[src/rtl/stream_mux_rr.sv]
// stream_mux_rr
//   N-input, W-bit valid/ready stream multiplexer. A round-robin arbiter picks
//   one source per beat. With LOCK=1 the grant is held from the first beat of
//   a packet until its in_last beat. Output is a single register stage.
//
// Ports
//   clk        rising-edge clock
//   rst        synchronous, active-high reset
//   in_valid   per-channel beat valid                    [N]
//   in_data    channel i at bits [i*W +: W]              [N*W]
//   in_last    per-channel end-of-packet                 [N]
//   in_ready   per-channel accept, one-hot or zero       [N]
//   out_valid  output register holds a beat
//   out_data   registered beat data                      [W]
//   out_last   registered end-of-packet
//   out_sel    source channel of the current beat        [SELW]
//   out_ready  downstream accept
//
// Lock FSM
//   state     | meaning
//   ST_ARB    | round-robin grant from ptr across all valid channels
//   ST_LOCKED | mid-packet; only lock_ch may be granted
module stream_mux_rr #(
    parameter  int N    = 4,
    parameter  int W    = 8,
    parameter  int LOCK = 1,
    localparam int SELW = (N > 1) ? $clog2(N) : 1
) (
    input  logic              clk,
    input  logic              rst,
    input  logic [N-1:0]      in_valid,
    input  logic [N*W-1:0]    in_data,
    input  logic [N-1:0]      in_last,
    output logic [N-1:0]      in_ready,
    output logic              out_valid,
    output logic [W-1:0]      out_data,
    output logic              out_last,
    output logic [SELW-1:0]   out_sel,
    input  logic              out_ready
);

    typedef enum logic {ST_ARB, ST_LOCKED} state_t;

    state_t            state_q,     state_d;
    logic [SELW-1:0]   ptr_q,       ptr_d;
    logic [SELW-1:0]   lock_ch_q,   lock_ch_d;
    logic              out_valid_q, out_valid_d;
    logic [W-1:0]      out_data_q,  out_data_d;
    logic              out_last_q,  out_last_d;
    logic [SELW-1:0]   out_sel_q,   out_sel_d;

    logic              load_en;
    logic [N-1:0]      eligible;
    logic              found;
    logic [SELW-1:0]   gnt_idx;
    logic              xfer;
    logic              gnt_last;
    logic [W-1:0]      gnt_data;

    always_comb begin
        load_en = !out_valid_q || out_ready;

        // While locked, every channel except the packet owner is masked out.
        for (int i = 0; i < N; i++) begin
            eligible[i] = in_valid[i] &&
                          ((state_q == ST_ARB) || (SELW'(i) == lock_ch_q));
        end

        // Rotating priority search starting at ptr.
        found   = 1'b0;
        gnt_idx = '0;
        for (int k = 0; k < N; k++) begin
            int c;
            c = int'(ptr_q) + k;
            if (c >= N) c = c - N;
            if (!found && eligible[c]) begin
                found   = 1'b1;
                gnt_idx = SELW'(c);
            end
        end

        // Reset gates the handshake so nothing is accepted while the
        // register is being cleared.
        in_ready = '0;
        if (found && load_en && !rst) in_ready[gnt_idx] = 1'b1;
        xfer     = |(in_valid & in_ready);

        gnt_last = in_last[gnt_idx];
        gnt_data = in_data[int'(gnt_idx)*W +: W];

        out_valid_d = out_valid_q;
        out_data_d  = out_data_q;
        out_last_d  = out_last_q;
        out_sel_d   = out_sel_q;
        if (load_en) begin
            out_valid_d = found;
            if (found) begin
                out_data_d = gnt_data;
                out_last_d = gnt_last;
                out_sel_d  = gnt_idx;
            end
        end

        ptr_d = ptr_q;
        if (xfer && ((LOCK == 0) || gnt_last)) begin
            ptr_d = (gnt_idx == SELW'(N-1)) ? '0 : gnt_idx + 1'b1;
        end

        state_d   = state_q;
        lock_ch_d = lock_ch_q;
        if ((LOCK != 0) && xfer) begin
            if (state_q == ST_ARB && !gnt_last) begin
                state_d   = ST_LOCKED;
                lock_ch_d = gnt_idx;
            end else if (state_q == ST_LOCKED && gnt_last) begin
                state_d   = ST_ARB;
            end
        end
    end

    always_ff @(posedge clk) begin
        if (rst) begin
            state_q     <= ST_ARB;
            ptr_q       <= '0;
            lock_ch_q   <= '0;
            out_valid_q <= 1'b0;
            out_data_q  <= '0;
            out_last_q  <= 1'b0;
            out_sel_q   <= '0;
        end else begin
            state_q     <= state_d;
            ptr_q       <= ptr_d;
            lock_ch_q   <= lock_ch_d;
            out_valid_q <= out_valid_d;
            out_data_q  <= out_data_d;
            out_last_q  <= out_last_d;
            out_sel_q   <= out_sel_d;
        end
    end

    assign out_valid = out_valid_q;
    assign out_data  = out_data_q;
    assign out_last  = out_last_q;
    assign out_sel   = out_sel_q;

endmodule

[config.mk]
export PLATFORM = sky130hd
export DESIGN_NAME = stream_mux_rr
export DESIGN_NICKNAME = d
export VERILOG_FILES = /design/src/rtl/stream_mux_rr.sv
export SDC_FILE = /design/constraint.sdc
export NUM_CORES = 1
export LEC_CHECK = 0
export BUFFER_PORTS_ARGS = -buffer_cell sky130_fd_sc_hd__buf_2
export CORE_ASPECT_RATIO = 1.2
export CORE_MARGIN = 1.5
export CORE_UTILIZATION = 49
export CTS_BUF_LIST = sky130_fd_sc_hd__clkbuf_2
export CTS_CLUSTER_DIAMETER = 100
export DETAILED_ROUTE_END_ITERATION = 6
export GPL_TIMING_DRIVEN = 0
export PLACE_DENSITY = 0.87
export SLEW_MARGIN = 40
export SYNTH_ARGS = -nofsm -noshare
export SYNTH_HDL_FRONTEND = slang
export SYNTH_SLANG_ARGS = --single-unit
[constraint.sdc]
create_clock -name clk -period 4.27 [get_ports clk]
set_clock_uncertainty 0.15 [all_clocks]
set_input_delay 0.427 -clock clk [delete_from_list [all_inputs] [get_ports clk]]
set_output_delay 0.427 -clock clk [all_outputs]
set_load 0.02 [all_outputs]
==> metrics.csv, run 1 <==
stage,metric,value,unit
detailed_routing,vias per cell,5.53,
synthesis,Yosys warning total,0,
clocking,postcts setup bufs,0,
critical_path,Worst path slowest cell,mux4_2,
sta,final hold vios,0,
run,maxcap violations,0,
sta,post-route minimum period,3.88,ns
place,pre-CTS WS,0.620,ns
place,post-detail-place hpwl,2540,um
critical_path,CP Buf/Inv Count,4,
clocking,clk buf depth,2,
clocking,post-CTS resize count,0,
worst_hold_path,Hold WC Path Type,in -> reg,
synthesis,sequential fraction of the synthesis area,0.247,
power,leakage power,0.833,nW
critical_path,CP arrival,3.30,ns
sta,fmax,258,MHz
global_route,antenna violations before repair,0,
detailed_routing,Vias,1339,
synthesis,Yosys cell types,40,
power,share of power burned in the clock network,0.067,
global_route,first-pass GRT wire length,4990,um
synthesis,asr flop ratio synth,0,
power,worst-case vdd ir drop,0.000407,V
clocking,CTS tree,yes,
die,die area,3140,um2
finish,fin nets,255,
global_route,largest net degree at the start of global routing,11,
power,Comb power frac,0.699,
power,Psw,0.000508,W
detailed_routing,Routed Wire Length,3150,um
critical_path,Crit Path Category,reg -> out,
detailed_routing,1st-pass router iterations,4,
place,routability cong.,0.768,
synthesis,post-synth net total,192,
die,standard-cell rows,20,
synthesis,Mapped Cells,147,
detailed_routing,drt first-iter violations,19,
detailed_routing,Routed WL per cell,13.0,um
synthesis,"Top FF cell, synth",dfxtp_1,
finish,Filler cells,234,
sta,final setup fails,0,
clocking,H-tree Lvls,1,
sta,Max-slew headroom,0.629,
detailed_routing,"antenna viol nets, final",0,
die,IO Pins,59,
finish,Ant. Diodes,0,
die,initial core utilization,0.529,
clocking,hold_buf cts,0,
critical_path,crit end category,primary output,
global_route,number of global-route vias before repair,1199,
outcome,status,"finished, final reports clean",
clocking,CTS root buf,clkbuf_2,
die,Die Y,61.1,um
clocking,"Clk Latency, worst-skew pair",0.29,ns
synthesis,Post-synth EDFFs,0,
synthesis,"Avg Cell Area, Syn",9.37,um2
sta,Setup TNS,0,ns
place,IO Port Bufs,58,
sta,Final Cycle Share,0.909,
global_route,Congestion Overflow GR,0,
power,Pwr Density,631,nW/um2
synthesis,Mapped Area,1380,um2
die,Die W,51.4,um
die,core footprint,2600,um2
critical_path,worst-path fanout max,10,
synthesis,Yosys reg bits,17,
power,Internal,0.000582,W
sta,RSZ-0062 raised after global routing,false,
clocking,total CTS buffers,3,
clocking,clock sinks,17,
critical_path,CP required,3.69,ns
critical_path,Critical Path Start Type,register,
finish,layout cells sized above 1,0.373,
critical_path,cell family with most CP delay,buffers and inverters,
detailed_routing,Residual DRC,0,
power,Switching Fraction,0.466,
sta,Final Max Tran Viols,0,
critical_path,CP peak stage delay,0.48,ns
clocking,"Reg clk slew, reported paths",0.15,ns
global_route,Total GRT Usage,0.210,
critical_path,crit-path cells,"clkbuf_1, nand2_1, o221ai_2, nor2_2, mux4_2, a211oi_2, buf_6, buf_4, ha_1, nor3b_1, buf_2",
finish,area delta synth->final,25.5,%
power,Reg power frac,0.234,
sta,worst-margin pin slew,0.557,ns
sta,fin worst setup slack,0.389,ns
==> per-stage QoR <==
step                      instances  utilization  cell area (um2)  total power (W)  hold slack (ns)
after global routing            242        0.664             1730          0.00117            0.251
after floorplan                 147            -             1380         0.000846            0.433
after global placement          238        0.657             1710          0.00100            0.318
final                           242        0.664             1730          0.00109            0.277
after detailed placement        238        0.657             1710          0.00102            0.330
after CTS                       242        0.664             1730          0.00110            0.263
==> cell usage after synthesis, types with 2 or more instances <==
cell      count  share of area
mux2i_1      40           0.29
dfxtp_1      17           0.25
nor2_1       16          0.044
a21oi_1       7          0.025
nand2_1       7          0.019
nand2b_1      6          0.027
clkbuf_1      4          0.011
nor2b_1       4          0.018
buf_2         3          0.011
inv_1         3         0.0082
nor4b_1       3          0.019
a21boi_0      2          0.011
buf_4         2          0.011
buf_6         2          0.016
ha_1          2          0.018
mux2_4        2          0.022
nor3_1        2         0.0073
nor4bb_1      2          0.015
o32ai_1       2          0.013
==> final cells by class <==
class	instances	area [um2]	area share
tap	33	41.3	0.0239
clock buffer	4	20.0	0.0116
sequential	17	340	0.197
multi-input combinational	116	958	0.554
timing repair buffer	58	290	0.168
buffer	11	67.6	0.0391
inverter	3	11.3	0.00651
==> layout by cell type, fill, tap and decap left out, types with 2 or more instances in the layout <==
cell type	Yosys	final
o32ai_1	2	2
buf_6	2	2
mux2i_1	40	40
inv_1	3	3
clkbuf_2	0	4
buf_4	2	2
nand2_1	7	7
buf_2	3	61
clkbuf_1	4	4
a21oi_1	7	7
dfxtp_1	17	17
nor3_1	2	2
nand2b_1	6	6
nor4b_1	3	3
nor4bb_1	2	2
mux2_4	2	2
a21boi_0	2	2
ha_1	2	2
nor2b_1	4	4
nor2_1	16	16
==> layer usage <==
metal,vias to the layer above,wire (um),track usage,share of wire
met3,5,203,0.0364,0.064
met1,609,1320,0.240,0.42
li1,669,-,-,-
met5,-,0,0,0
met4,0,46,0.0789,0.015
met2,56,1580,0.390,0.50
==> cells by family after synthesis <==
kind of cell    Yosys count  synth area share
flops                    17             0.247
simple gates             48             0.193
compound gates           23             0.155
mux                      43             0.329
fa+ha+maj                 2            0.0182
buf+inv                  14            0.0572
==> final timing paths <==
| check | depth (start not counted) | slack (ns) | from | to |
|---|---|---|---|---|
| worst min-delay path | 3 | 0.28 | out_ready | out_valid$_SDFFE_PP0N_ |
| worst max-delay path | 11 | 0.39 | lock_ch_q[1]$_SDFFE_PP0P_ | in_ready[3] |
| worst min register to register | 2 | 0.36 | out_data[7]$_SDFFE_PP0P_ | out_data[7]$_SDFFE_PP0P_ |
| worst max register to register | 13 | 0.62 | lock_ch_q[1]$_SDFFE_PP0P_ | ptr_q[0]$_SDFFE_PP0P_ |
==> flip-flops by register name, summed over array words and instances, names as in the netlist <==
register	count
state_q	1
out_sel	2
out_last	1
ptr_q	2
out_valid	1
lock_ch_q	2
out_data	8
==> worst register-to-register path: stages, from the launching register on <==
cell	delay, ns
dfxtp_1	0.34
clkbuf_1	0.30
nand2_1	0.18
o221ai_2	0.36
nor2_2	0.11
mux4_2	0.48
a211oi_2	0.18
buf_6	0.20
buf_4	0.19
ha_1	0.20
nand2_1	0.11
a311oi_2	0.43
a21boi_0	0.22
o32ai_1	0.10
==> power by group through the flow <==
stage	clock [W]	combinational (W)	sequential (W)
after floorplan	0	0.000527	0.000319
after global placement	0	0.000745	0.000256
after detailed placement	0	0.000767	0.000258
after CTS	0.0000749	0.000769	0.000255
after global routing	0.0000809	0.000830	0.000262
final	0.0000731	0.000762	0.000255
No activity file was read; power rests on OpenSTA's default activity.
==> run 2: changes to the inputs <==
--- a/config.mk
+++ b/config.mk
@@ -7,13 +7,13 @@
 export LEC_CHECK = 0
 export BUFFER_PORTS_ARGS = -buffer_cell sky130_fd_sc_hd__buf_2
 export CORE_ASPECT_RATIO = 1.2
-export CORE_MARGIN = 1.5
+export CORE_MARGIN = 2
 export CORE_UTILIZATION = 49
 export CTS_BUF_LIST = sky130_fd_sc_hd__clkbuf_2
 export CTS_CLUSTER_DIAMETER = 100
 export DETAILED_ROUTE_END_ITERATION = 6
 export GPL_TIMING_DRIVEN = 0
-export PLACE_DENSITY = 0.87
+export PLACE_DENSITY = 0.82
 export SLEW_MARGIN = 40
 export SYNTH_ARGS = -nofsm -noshare
 export SYNTH_HDL_FRONTEND = slang
==> run 2 against run 1 <==
Non-clock buffer count did not move. Worst setup slack improved by 0.0063 ns. Routed wire length fell by 1.3%. Fmax rose by 0.16%. Combinational power fell by 1%. Via count rose by 0.67%. Largest cell class unchanged. Highest routed layer unchanged.
==> metrics.csv, run 2 (synthesized netlist as in run 1, its figures left out) <==
stage,metric,value,unit,change
outcome,status,"finished, final reports clean",,
clocking,clock sinks,17,,unchanged
detailed_routing,1st-pass router iterations,4,,unchanged
power,Reg power frac,0.235,,about the same
global_route,largest net degree at the start of global routing,11,,unchanged
sta,Max-slew headroom,0.644,,+0.0153
clocking,"Reg clk slew, reported paths",0.16,ns,about the same
global_route,first-pass GRT wire length,4690,um,-6.1%
clocking,CTS root buf,clkbuf_2,,
critical_path,CP required,3.69,ns,about the same
sta,worst-margin pin slew,0.527,ns,-0.0303 ns
worst_hold_path,Hold WC Path Type,in -> reg,,
clocking,clk buf depth,2,,unchanged
clocking,"Clk Latency, worst-skew pair",0.30,ns,about the same
finish,Ant. Diodes,0,,unchanged
critical_path,Reg2Reg Depth,13,,unchanged
die,core footprint,2730,um2,+5.0%
sta,final setup fails,0,,unchanged
sta,fmax,258,MHz,+0.16%
finish,"most common cell after layout, fill and taps aside",buf_2,,
sta,Setup TNS,0,ns,unchanged
global_route,antenna violations before repair,0,,unchanged
worst_hold_path,Hold Crit Depth,3,,unchanged
place,IO Port Bufs,58,,unchanged
clocking,hold_buf cts,0,,unchanged
clocking,H-tree Lvls,1,,unchanged
finish,Filler cells,251,,+7.3%
detailed_routing,drt first-iter violations,15,,-4
finish,"commonest non-fill, non-tap cells in the layout","61 x buf_2, 40 x mux2i_1, 17 x dfxtp_1",,
die,initial core utilization,0.504,,-0.0252
critical_path,Critical Path Start Type,register,,
finish,fin nets,255,,unchanged
die,Die W,52.4,um,+1.9%
run,maxcap violations,0,,unchanged
power,Psw,0.000504,W,-0.69%
die,standard-cell rows,21,,+5.0%
clocking,post-CTS resize count,0,,unchanged
finish,layout cells sized above 1,0.373,,unchanged
die,die area,3250,um2,+3.6%
die,IO Pins,59,,unchanged
place,Post-Place Cells,239,,+0.42%
power,PnR Total Power,0.00109,W,-0.44%
power,leakage power,0.833,nW,unchanged
die,Die Y,62.1,um,+1.6%
detailed_routing,"antenna viol nets, final",0,,unchanged
detailed_routing,vias per cell,5.55,,+0.26%
sta,Worst Hold Margin,0.268,ns,-0.00877 ns
global_route,number of global-route vias before repair,1119,,-6.7%
power,Comb power frac,0.695,,-0.004
global_route,Congestion Overflow GR,0,,unchanged
power,Internal,0.000581,W,-0.22%
detailed_routing,Routed Wire Length,3110,um,-1.3%
critical_path,"setup slack, reg-to-reg",0.63,ns,about the same
power,Switching Fraction,0.465,,-0.00117
sta,Final Cycle Share,0.907,,-0.00148
finish,Final Core Density,0.633,,-0.0312
clocking,total CTS buffers,3,,unchanged
detailed_routing,Vias,1348,,+0.67%
power,share of power burned in the clock network,0.070,,+0.003
critical_path,Crit Path Category,reg -> out,,
place,routability cong.,0.734,,-4.5%
sta,final hold vios,0,,unchanged
detailed_routing,Residual DRC,0,,unchanged
critical_path,crit end category,primary output,,
finish,area delta synth->final,25.6,%,about the same
power,worst-case vdd ir drop,0.000408,V,+0.20%
clocking,postcts setup bufs,0,,unchanged
critical_path,CP arrival,3.30,ns,about the same
sta,post-route minimum period,3.87,ns,-0.00634 ns
finish,max FFs per register,8,,unchanged
critical_path,worst-path fanout max,10,,unchanged
finish,post-route non-filler standard cell count,243,,+0.41%
sta,RSZ-0062 raised after global routing,false,,
clocking,CTS tree,yes,,
detailed_routing,Routed WL per cell,12.8,um,-1.7%
sta,Final Max Tran Viols,0,,unchanged
place,post-detail-place hpwl,2440,um,-3.8%
global_route,Total GRT Usage,0.191,,-0.0185
power,Pwr Density,627,nW/um2,-0.51%
[run 2: worst max-delay path, cell delays in order, from the launching register on]
cell and delay [ns]:
dfxtp_1 0.34, clkbuf_1 0.29, nand2_1 0.17, o221ai_2 0.37, nor2_2 0.11, mux4_2 0.49, a211oi_2 0.17, buf_6 0.20
buf_4 0.19, ha_1 0.20, nor3b_1 0.25, buf_2 0.21
[run 2: layout make-up]
cell class              instances  area [um2]  share of cell area
flip-flops and latches         17         340               0.197
inverters                       3        11.3             0.00651
clock buffers                   4        20.0              0.0116
repair buffers                 58         290               0.168
multi-input cells             116         958               0.554
plain buffers                  11        67.6              0.0390
well taps                      34        42.5              0.0246
[run 2: path summary, 6_finish.rpt]
check                             end                       from
max                       in_ready[3]  lock_ch_q[1]$_SDFFE_PP0P_
min              state_q$_SDFFE_PP0P_                        rst
max reg2reg     ptr_q[0]$_SDFFE_PP0P_  lock_ch_q[1]$_SDFFE_PP0P_
min reg2reg  out_data[3]$_SDFFE_PP0P_   out_data[3]$_SDFFE_PP0P_
[run 2: stage by stage]
stage	area, um2	worst slack, ns
after global routing	1730	0.214
after global placement	1710	0.622
after CTS	1730	0.408
final	1730	0.396
after detailed placement	1710	0.631
after floorplan	1380	0.868
[run 2: metal layers]
metal  wire length (um)  vias up  track usage
met5                  0        -            0
met4                 38        0       0.0659
met3                209        5       0.0335
met2               1540       56        0.348
met1               1320      619        0.226
li1                   -      668            -
[run 2: power groups by stage]
stage	Combinational (W)	Clock [W]	Sequential [W]
after global routing	0.000822	0.0000824	0.000263
after CTS	0.000762	0.0000759	0.000254
after floorplan	0.000527	0	0.000319
after global placement	0.000749	0	0.000257
after detailed placement	0.000760	0	0.000256
final	0.000754	0.0000762	0.000255
==> run 3: changes to the inputs <==
--- a/config.mk
+++ b/config.mk
@@ -5,15 +5,17 @@
 export SDC_FILE = /design/constraint.sdc
 export NUM_CORES = 1
 export LEC_CHECK = 0
+export ABC_AREA = 1
 export BUFFER_PORTS_ARGS = -buffer_cell sky130_fd_sc_hd__buf_2
 export CORE_ASPECT_RATIO = 1.2
 export CORE_MARGIN = 2
-export CORE_UTILIZATION = 49
+export CORE_UTILIZATION = 48
 export CTS_BUF_LIST = sky130_fd_sc_hd__clkbuf_2
 export CTS_CLUSTER_DIAMETER = 100
 export DETAILED_ROUTE_END_ITERATION = 6
 export GPL_TIMING_DRIVEN = 0
 export PLACE_DENSITY = 0.82
+export RECOVER_POWER = 50
 export SLEW_MARGIN = 40
 export SYNTH_ARGS = -nofsm -noshare
 export SYNTH_HDL_FRONTEND = slang
==> run 3 against run 2 <==
Clock power decreased by 1%. Non-clock buffer count decreased by 8. Fmax increased by 26%. Synthesized area decreased by 6.7%. Critical endpoint is now in_ready[0]. Worst setup slack improved by 0.81 ns. Highest routed layer unchanged.
==> metrics.csv, run 3 <==
stage,metric,value,unit,change
synthesis,post-synth net total,256,,+33%
critical_path,CP peak stage delay,0.33,ns,-0.16 ns
sta,Worst Hold Margin,0.166,ns,-0.101 ns
global_route,first-pass GRT wire length,5770,um,+23%
clocking,post-CTS resize count,0,,unchanged
sta,Setup TNS,0,ns,unchanged
place,routability cong.,0.818,,+12%
synthesis,Synth area leaders,"dfxtp_1 26%, nand2_1 21%, nand3_1 7.8%, inv_1 6.7%, nand3_2 5.5%",,
clocking,CTS tree,yes,,
clocking,total CTS buffers,3,,unchanged
critical_path,"most used cell, CP",nand3_2,,
critical_path,cell family with most CP delay,simple AND/OR/NAND/NOR gates,,
clocking,"Clk Latency, worst-skew pair",0.30,ns,about the same
clocking,hold_buf cts,0,,unchanged
critical_path,Critical Path Start Type,register,,
sta,worst-margin pin slew,0.315,ns,-0.212 ns
worst_hold_path,Hold Path Origin,rst,,
sta,post-route minimum period,3.06,ns,-0.810 ns
global_route,number of global-route vias before repair,1420,,+27%
finish,layout cells sized above 1,0.260,,-0.113
synthesis,post-synthesis compound-gate area fraction,0.142,,-0.0132
critical_path,crit end category,primary output,,
finish,area delta synth->final,25.6,%,about the same
synthesis,Yosys reg bits,17,,unchanged
sta,final setup fails,0,,unchanged
finish,Ant. Diodes,0,,unchanged
synthesis,Synth area leader,dfxtp_1,,
detailed_routing,1st-pass router iterations,4,,unchanged
die,IO Pins,59,,unchanged
finish,Final Core Density,0.632,,-0.000889
critical_path,terminus of the critical flop-to-flop path,lock_ch_q[1]$_SDFFE_PP0P_,,
synthesis,Yosys cell types,26,,-35%
clocking,CTS root buf,clkbuf_2,,
run,maxcap violations,0,,unchanged
critical_path,Reg2Reg Depth,18,,+5
die,core footprint,2550,um2,-6.6%
sta,fmax,326,MHz,+26%
sta,Max-slew headroom,0.789,,+0.146
finish,max FFs per register,8,,unchanged
clocking,postcts setup bufs,0,,unchanged
global_route,Total GRT Usage,0.237,,+0.0459
worst_hold_path,Hold WC Path Type,in -> reg,,
clocking,clk buf depth,2,,unchanged
finish,"commonest non-fill, non-tap cells in the layout","73 x nand2_1, 47 x buf_2, 24 x inv_1",,
power,Pwr Density,887,nW/um2,+41%
synthesis,Yosys top cell area share,0.265,,-0.0258
detailed_routing,Routed Wire Length,3200,um,+2.9%
synthesis,Post-Synth XOR/XNOR Area,0.0127,,+0.0127
clocking,clock sinks,17,,unchanged
synthesis,Synth Area in Adders,0.0195,,+0.00131
sta,Final Max Tran Viols,0,,unchanged
clocking,"Reg clk slew, reported paths",0.17,ns,about the same
synthesis,Post-synth EDFFs,0,,unchanged
global_route,Congestion Overflow GR,0,,unchanged
critical_path,"setup slack, reg-to-reg",1.61,ns,+0.98 ns
synthesis,Synth Area in Simple Gates,0.462,,+0.268
worst_hold_path,Hold Path Sink,state_q$_SDFFE_PP0P_,,
power,leakage power,0.881,nW,+5.8%
synthesis,Mapped Area,1280,um2,-6.7%
synthesis,Commonest cells post-synth,"72 x nand2_1, 23 x inv_1, 20 x nand3_1",,
die,standard-cell rows,20,,-4.8%
global_route,largest net degree at the start of global routing,11,,unchanged
clocking,H-tree Lvls,1,,unchanged
critical_path,Worst path slowest cell,dfxtp_1,,
synthesis,Yosys warning total,0,,unchanged
synthesis,asr flop ratio synth,0,,unchanged
finish,"most common cell after layout, fill and taps aside",nand2_1,,
synthesis,largest family of logic cells by synthesized area,simple AND/OR/NAND/NOR gates,,
synthesis,mux cell area share after synthesis,0,,-0.329
critical_path,Crit Path Category,reg -> out,,
synthesis,sequential fraction of the synthesis area,0.265,,+0.0178
critical_path,worst-path fanout max,10,,unchanged
synthesis,"Avg Cell Area, Syn",6.09,um2,-35%
critical_path,crit-path cells,"buf_4, xnor2_2, inv_2, nand3_2, nand2_2, nand4_1, nand2_1, inv_1, nand3_2, nor2_1, buf_2",,
global_route,antenna violations before repair,0,,unchanged
die,die area,3110,um2,-4.4%
die,Die W,51.2,um,-2.2%
place,IO Port Bufs,58,,unchanged
power,PnR Total Power,0.00143,W,+32%
worst_hold_path,Hold Crit Depth,2,,-1
synthesis,Mapped Cells,211,,+44%
die,initial core utilization,0.503,,-0.000690
place,post-detail-place hpwl,2540,um,+4.0%
power,worst-case vdd ir drop,0.000482,V,+18%
critical_path,R2R Path Start,ptr_q[0]$_SDFFE_PP0P_,,
detailed_routing,drt first-iter violations,18,,+3
detailed_routing,Routed WL per cell,10.5,um,-18%
outcome,status,"finished, final reports clean",,
sta,Final Cycle Share,0.718,,-0.190
synthesis,"Top FF cell, synth",dfxtp_1,,
sta,final hold vios,0,,unchanged
detailed_routing,vias per cell,4.91,,-11%
critical_path,CP Buf/Inv Count,4,,unchanged
critical_path,CP arrival,2.49,ns,-0.81 ns
die,Die Y,60.7,um,-2.3%
detailed_routing,"antenna viol nets, final",0,,unchanged
finish,fin nets,319,,+25%
detailed_routing,Vias,1503,,+11%
synthesis,most numerous cell in the Yosys netlist,nand2_1,,
critical_path,CP required,3.69,ns,about the same
sta,RSZ-0062 raised after global routing,false,,
detailed_routing,Residual DRC,0,,unchanged
[run 3: cell types whose count changed in the layout (fill, tap and decap cells not counted), moves of 4 or more]
| cell | change |
|---|---|
| clkbuf_1 | +8 |
| nand3_1 | +20 |
| nor2b_1 | -4 |
| o21ai_0 | +6 |
| mux2i_1 | -40 |
| nand2b_1 | -6 |
| inv_1 | +21 |
| buf_2 | -14 |
| o21ai_1 | +6 |
| nand3_2 | +6 |
| nand2_2 | +4 |
| nand2_1 | +66 |
| a21oi_1 | +4 |
[run 3: per-stage QoR]
step / std cells / worst slack, ns / area [um2]
finish: 306 / 1.21 / 1610
global route: 306 / 0.919 / 1610
CTS: 306 / 1.25 / 1640
detailed placement: 302 / 1.62 / 1620
global placement: 302 / 1.66 / 1620
floorplan: 211 / 1.75 / 1280
[run 3: kinds of logic (layout without fill, tap and decap cells)]
kind of cell | count (synthesis) | count (layout)
buf+inv | 30 | 92
xor+xnor | 1 | 1
simple gates | 129 | 129
fa+ha+maj | 2 | 2
flops | 17 | 17
compound gates | 32 | 32
[run 3: where the power goes]
part	internal [W]	switching [W]
logic	0.000358	0.000743
clock network	0.0000212	0.0000542
registers	0.000221	0.0000339
total	0.000600	0.000831
[run 3: final cells by class]
class,count,area (um2)
Timing Repair Buffer,58,275
Multi-Input combinational cell,164,810
Clock inverter,1,5.00
Inverter,27,104
Sequential cell,17,340
Clock buffer,3,15.0
Buffer,3,23.8
Tap cell,33,41.3
Fill cell,287,938
[run 3: worst max path at each step]
stage / startpoint / cells past startpoint / slack [ns] / end
3_3_place_gp: ptr_q[0]$_SDFFE_PP0P_ / 13 / 1.66 / in_ready[3]
3_5_place_dp: ptr_q[0]$_SDFFE_PP0P_ / 13 / 1.62 / in_ready[3]
4_1_cts: ptr_q[0]$_SDFFE_PP0P_ / 13 / 1.25 / in_ready[3]
5_1_grt: lock_ch_q[0]$_SDFFE_PP0P_ / 12 / 0.92 / in_ready[0]
2_1_floorplan: ptr_q[0]$_SDFFE_PP0P_ / 17 / 1.75 / lock_ch_q[1]$_SDFFE_PP0P_
6_report: ptr_q[0]$_SDFFE_PP0P_ / 11 / 1.21 / in_ready[0]
[run 3: metal layers]
layer,track usage,share of wire,vias to the layer above
met5,0,0,-
met4,0.0639,0.011,0
met3,0.0369,0.057,5
met2,0.436,0.48,44
met1,0.289,0.45,645
li1,-,-,809
[run 3: worst register-to-register path: cells and delay by family, from the launching register on]
kind | cells | cell delay (ns)
adder cells (fa/ha/maj) | 1 | 0.17
buffers and inverters | 4 | 0.44
AO/OA/AOI/OAI | 1 | 0.28
AND/OR/NAND/NOR | 12 | 1.23
flip-flops | 1 | 0.34
